### src/rtl/piso_param_ser.sv
// Parametrised PISO shifter with valid/ready load, per-frame direction, stall and framing flags.
// Optional parity bit appended after the data bits when PISO_PARITY_EN is defined.
module piso_param_ser #(
  parameter int   WIDTH      = 8,
  parameter logic IDLE_LEVEL = 1'b1,
  parameter bit   PARITY_ODD = 1'b0
) (
  input  logic             clk,
  input  logic             rst,
  input  logic [WIDTH-1:0] din,
  input  logic             load_valid,
  output logic             load_ready,
  input  logic             shift_mode,
  input  logic             shift_en,
  output logic             qout,
  output logic             qout_bar,
  output logic             busy,
  output logic             last
);

`ifdef PISO_PARITY_EN
  localparam int FLEN = WIDTH + 1;
`else
  localparam int FLEN = WIDTH;
`endif
  localparam int CW = $clog2(FLEN);

  typedef enum logic [0:0] {
    ST_IDLE  = 1'b0,
    ST_SHIFT = 1'b1
  } state_e;

  // Frame laid out in transmit order: bit 0 goes on the wire first.
  function automatic logic [FLEN-1:0] build_frame(input logic [WIDTH-1:0] d,
                                                  input logic             lsb_first);
    logic [FLEN-1:0] f;
    f = '0;
    for (int i = 0; i < WIDTH; i++) begin
      if (lsb_first) begin
        f[i] = d[i];
      end else begin
        f[i] = d[WIDTH-1-i];
      end
    end
`ifdef PISO_PARITY_EN
    f[WIDTH] = (^d) ^ PARITY_ODD;
`endif
    return f;
  endfunction

  state_e          state_q, state_d;
  logic [FLEN-1:0] sr_q, sr_d;
  logic [CW-1:0]   cnt_q, cnt_d;
  logic            qout_q, qout_d;
  logic            qout_bar_q;
  logic            busy_q, busy_d;
  logic            last_q, last_d;
  logic            accept_s;
  logic            end_s;
  logic [FLEN-1:0] frame_s;

  assign load_ready = rst && ((state_q == ST_IDLE) || (last_q && shift_en));
  assign accept_s   = load_valid && load_ready;
  assign end_s      = (state_q == ST_SHIFT) && last_q && shift_en;
  assign frame_s    = build_frame(din, shift_mode);

  assign qout     = qout_q;
  assign qout_bar = qout_bar_q;
  assign busy     = busy_q;
  assign last     = last_q;

  always_ff @(posedge clk or negedge rst) begin
    if (!rst) begin
      state_q    <= ST_IDLE;
      sr_q       <= '0;
      cnt_q      <= '0;
      qout_q     <= IDLE_LEVEL;
      qout_bar_q <= ~IDLE_LEVEL;
      busy_q     <= 1'b0;
      last_q     <= 1'b0;
    end else begin
      state_q    <= state_d;
      sr_q       <= sr_d;
      cnt_q      <= cnt_d;
      qout_q     <= qout_d;
      qout_bar_q <= ~qout_d;
      busy_q     <= busy_d;
      last_q     <= last_d;
    end
  end

  always_comb begin
    state_d = state_q;
    case (state_q)
      ST_IDLE: begin
        if (accept_s) begin
          state_d = ST_SHIFT;
        end else begin
          state_d = ST_IDLE;
        end
      end
      ST_SHIFT: begin
        if (end_s && !accept_s) begin
          state_d = ST_IDLE;
        end else begin
          state_d = ST_SHIFT;
        end
      end
      default: state_d = ST_IDLE;
    endcase
  end

  // A load during the last bit takes priority over returning to idle.
  always_comb begin
    sr_d   = sr_q;
    cnt_d  = cnt_q;
    qout_d = qout_q;
    busy_d = busy_q;
    last_d = last_q;
    if (accept_s) begin
      qout_d = frame_s[0];
      sr_d   = frame_s >> 1;
      cnt_d  = CW'(FLEN - 1);
      busy_d = 1'b1;
      last_d = 1'b0;
    end else if (end_s) begin
      sr_d   = '0;
      cnt_d  = '0;
      qout_d = IDLE_LEVEL;
      busy_d = 1'b0;
      last_d = 1'b0;
    end else if ((state_q == ST_SHIFT) && shift_en) begin
      qout_d = sr_q[0];
      sr_d   = sr_q >> 1;
      cnt_d  = cnt_q - CW'(1);
      last_d = (cnt_q == CW'(1));
    end else begin
      sr_d   = sr_q;
      cnt_d  = cnt_q;
    end
  end

endmodule

### config.mk
export PLATFORM = sky130hd
export DESIGN_NAME = piso_param_ser
export DESIGN_NICKNAME = d
export VERILOG_FILES = /design/src/rtl/piso_param_ser.sv
export SDC_FILE = /design/constraint.sdc
export NUM_CORES = 1
export LEC_CHECK = 0
export BUFFER_PORTS_ARGS = -buffer_cell sky130_fd_sc_hd__buf_2
export CORE_MARGIN = 1.5
export CORE_UTILIZATION = 35
export DETAILED_ROUTE_END_ITERATION = 7
export PLACE_DENSITY_LB_ADDON = 0.12
export SLEW_MARGIN = 20
export SYNTH_ARGS = -nofsm -noshare
export SYNTH_HDL_FRONTEND = slang
export SYNTH_SLANG_ARGS = --single-unit
### constraint.sdc
create_clock -name clk -period 1.4 [get_ports clk]
set_clock_uncertainty 0.05 [all_clocks]
set_input_delay 0.42 -clock clk [delete_from_list [all_inputs] [get_ports clk]]
set_output_delay 0.42 -clock clk [all_outputs]
set_load 0.03 [all_outputs]
==> results.py <==
metrics = {
    "worst_setup_path": {
        "r2r_start": "last$_DFFE_PN0P_",
        "cp-end-kind": "output port",
        "path_cells": "a21bo_4, and2_4, buf_6",
        "cpMaxStageDelayCell": "dfrtp_2",
        "r2r_cells": 5,
        "cp_top_family": "flip-flops",
        "rrSetupSlack_ns": -0.17,
        "crit_type": "flip-flop to output port",
        "crit_buf_inv": 1,
        "cp.required_ns": 0.93,
        "r2r_end": "sr_q[5]$_DFFE_PN0P_",
        "startpoint_type": "flip-flop",
        "cp_max_fo": 2,
        "arrival_ns": 1.22,
        "slowest_delay_ns": 0.44,
    },
    "timing": {
        "relSlewSlack_pct": 82.3,
        "finalMaxSlewViolations": 0,
        "final.min_clock_period_ns": 1.69,
        "finalHoldViolations": 0,
        "worst_slew_pin_slew_ns": 0.262,
        "setup_viol_count_final": 13,
        "hold_slack_ns": 0.0660,
        "period_share_pct": 121,
        "clock.fmax_ghz": 0.592,
        "rsz0062_at_grt": "true",
        "setup_ws_ns": -0.290,
    },
    "routing": {
        "drc": 0,
        "ant_nets": 0,
        "avgRoutedWirePerCell_um": 14.0,
        "viasPerCell": 5.16,
        "drt_first_pass_iters": 4,
        "vias": 696,
        "dr.first_iter.drc_count": 13,
        "finalWirelength_um": 1890,
    },
    "global_routing": {
        "antenna_found_initial": 0,
        "grt_pass1_wl_um": 2960,
        "grt_pass1_vias": 656,
        "grt_util_all_layers_pct": 15.5,
        "grt_overflow_total": 0,
        "grt_max_degree": 14,
    },
    "job": {
        "max_cap_viol_count": 0,
    },
    "floorplanning": {
        "fp.dieW_um": 51.3,
        "start_util_pct": 36.9,
        "boundaryPins": 18,
        "coreArea_um2": 2210,
        "fp-row-count": 17,
        "die_area_um2": 2630,
        "die_y_um": 51.3,
    },
    "synthesis": {
        "netlist_instances": 69,
        "syn_nets": 84,
        "avgSynthCellArea_um2": 11.8,
        "netlist_area_um2": 817,
        "yosysTopAreaCell": "dfrtp_1",
        "synth-seq-cells": 15,
        "synth_top_area_share_pct": 42.9,
        "synth_cell_types": 25,
        "ys_warn_count": 0,
        "yosys-top-cells-area": "dfrtp_1 43%, mux2_2 8.3%, mux2i_1 7.4%",
        "ys_seq_area_share_pct": 46.1,
    },
    "layout": {
        "final_area_um2": 1150,
        "drive_above_1_share_pct": 52.3,
        "final_common_cell": "buf_2",
        "fin_util_pct": 51.8,
        "fillCellCount": 238,
        "final_cell_mix": "14 x buf_2, 13 x dfrtp_1, 12 x buf_4",
        "final_nets": 123,
        "layoutNonFillerInstCount": 135,
        "syn_to_final_growth_pct": 40.3,
        "diodes": 0,
    },
    "pwr": {
        "power_density_nw_per_um2": 1650,
        "p_leak_nw": 0.563,
        "power.internal_w": 0.00121,
        "p_comb_share_pct": 49.8,
        "finalPower_w": 0.00189,
        "pwr-share-seq_pct": 36.1,
        "ir_drop_mv": 0.977,
        "switching_share_pct": 35.7,
        "power.share.clock_pct": 14.2,
        "p_sw_w": 0.000673,
    },
    "clocking": {
        "path_clk_slew_ns": 0.10,
        "ctsLongestPathBuffers": 2,
        "htreeDepth": 1,
        "cts_tree": "built",
        "cts.sinks": 15,
        "ctsHoldBuffers": 0,
        "worst_skew_pair.late_latency_ns": 0.30,
        "cts-root-buf": "clkbuf_4",
        "cts_made_buffers": 3,
    },
    "placed_design": {
        "placed_cells": 122,
        "placed_cell_area_um2": 998,
        "dpl.hpwl_um": 1250,
        "portBuffers": 17,
        "routabilityCongestion": 0.724,
    },
    "status": {
        "violations": "setup timing",
        "status": "finished with violations",
    },
    "worst_hold_path": {
        "hold_class": "input pin to async pin",
    },
}
sequential cells by signal, indices dropped and copies added (netlist names):
signal and count:
busy 1, sr_q 7, cnt_q 3, state_q 1, last 1, qout 1
qout_bar 1
cells in the mapped netlist:
master	count
buf_6	1
and2_2	2
a31oi_1	1
mux2_4	1
ha_1	2
a21bo_4	1
o311ai_0	1
buf_1	1
a221o_1	5
dfrtp_1	14
o211a_1	1
mux2i_1	6
mux2_2	6
a32o_1	1
and3_4	1
o211ai_1	1
o221ai_1	1
and4b_2	1
dfstp_2	1
nand3_1	3
nand2_1	7
inv_1	3
and2_1	5
and3b_1	1
a21oi_1	2
power groups by stage:
stage | combinational (W) | clock, W | sequential [W]
final | 0.000938 | 0.000267 | 0.000680
after detailed placement | 0.000755 | 0 | 0.000690
after CTS | 0.000812 | 0.000278 | 0.000684
after global placement | 0.000750 | 0 | 0.000688
after global routing | 0.00102 | 0.000286 | 0.000698
after floorplan | 0.000433 | 0 | 0.000765
layer usage:
metal / wire (µm) / GRT usage [%] / vias up
li1: - / - / 341
met4: 46 / 9.21 / 0
met1: 895 / 20.8 / 334
met2: 861 / 23.2 / 17
met5: 0 / 0 / -
met3: 85 / 2.63 / 4
cell families (layout without fill, tap and decap cells):
logic type	Yosys count	after routing	synth area share, %
AND/OR/NAND/NOR	20	21	14.5
flip-flops	15	15	46.1
AO/OA/AOI/OAI	14	14	15.6
multiplexers	13	13	17.5
buffers and inverters	5	42	3.22
adder cells (fa/ha/maj)	2	2	3.06
how the worst max path moves through the flow:
stage                           startpoint             endpoint  slack [ns]  cells past startpoint
after global routing      last$_DFFE_PN0P_           load_ready       -0.32                      3
final                     last$_DFFE_PN0P_           load_ready       -0.29                      3
after CTS                 last$_DFFE_PN0P_           load_ready       -0.30                      3
after detailed placement          shift_en           load_ready       -0.18                      4
after floorplan           last$_DFFE_PN0P_  sr_q[5]$_DFFE_PN0P_       -0.10                      4
after global placement            shift_en           load_ready       -0.18                      4
metrics by stage:
step / worst slack, ns / TNS, ns
2_1_floorplan: -0.103 / -0.578
5_1_grt: -0.316 / -1.92
6_report: -0.290 / -1.47
3_3_place_gp: -0.183 / -1.02
4_1_cts: -0.303 / -0.839
3_5_place_dp: -0.185 / -1.08
area by class of cell:
cell class	count	area [µm²]	share of cell area, %
flip-flops and latches	15	378	33.0
repair buffers	35	262	22.8
clock buffers	3	22.5	1.97
clock inverters	1	5.00	0.437
inverters	3	11.3	0.983
well taps	28	35.0	3.06
multi-input cells	50	433	37.8
timing repair:
item,CTS,global route
gates cloned,0,1
resized for setup,6,10
pin swaps,2,2
endpoints found under the hold margin,0,0
endpoints found under the setup margin,3,11
buffers inserted,1,7
(Power assumes the default switching activity.)
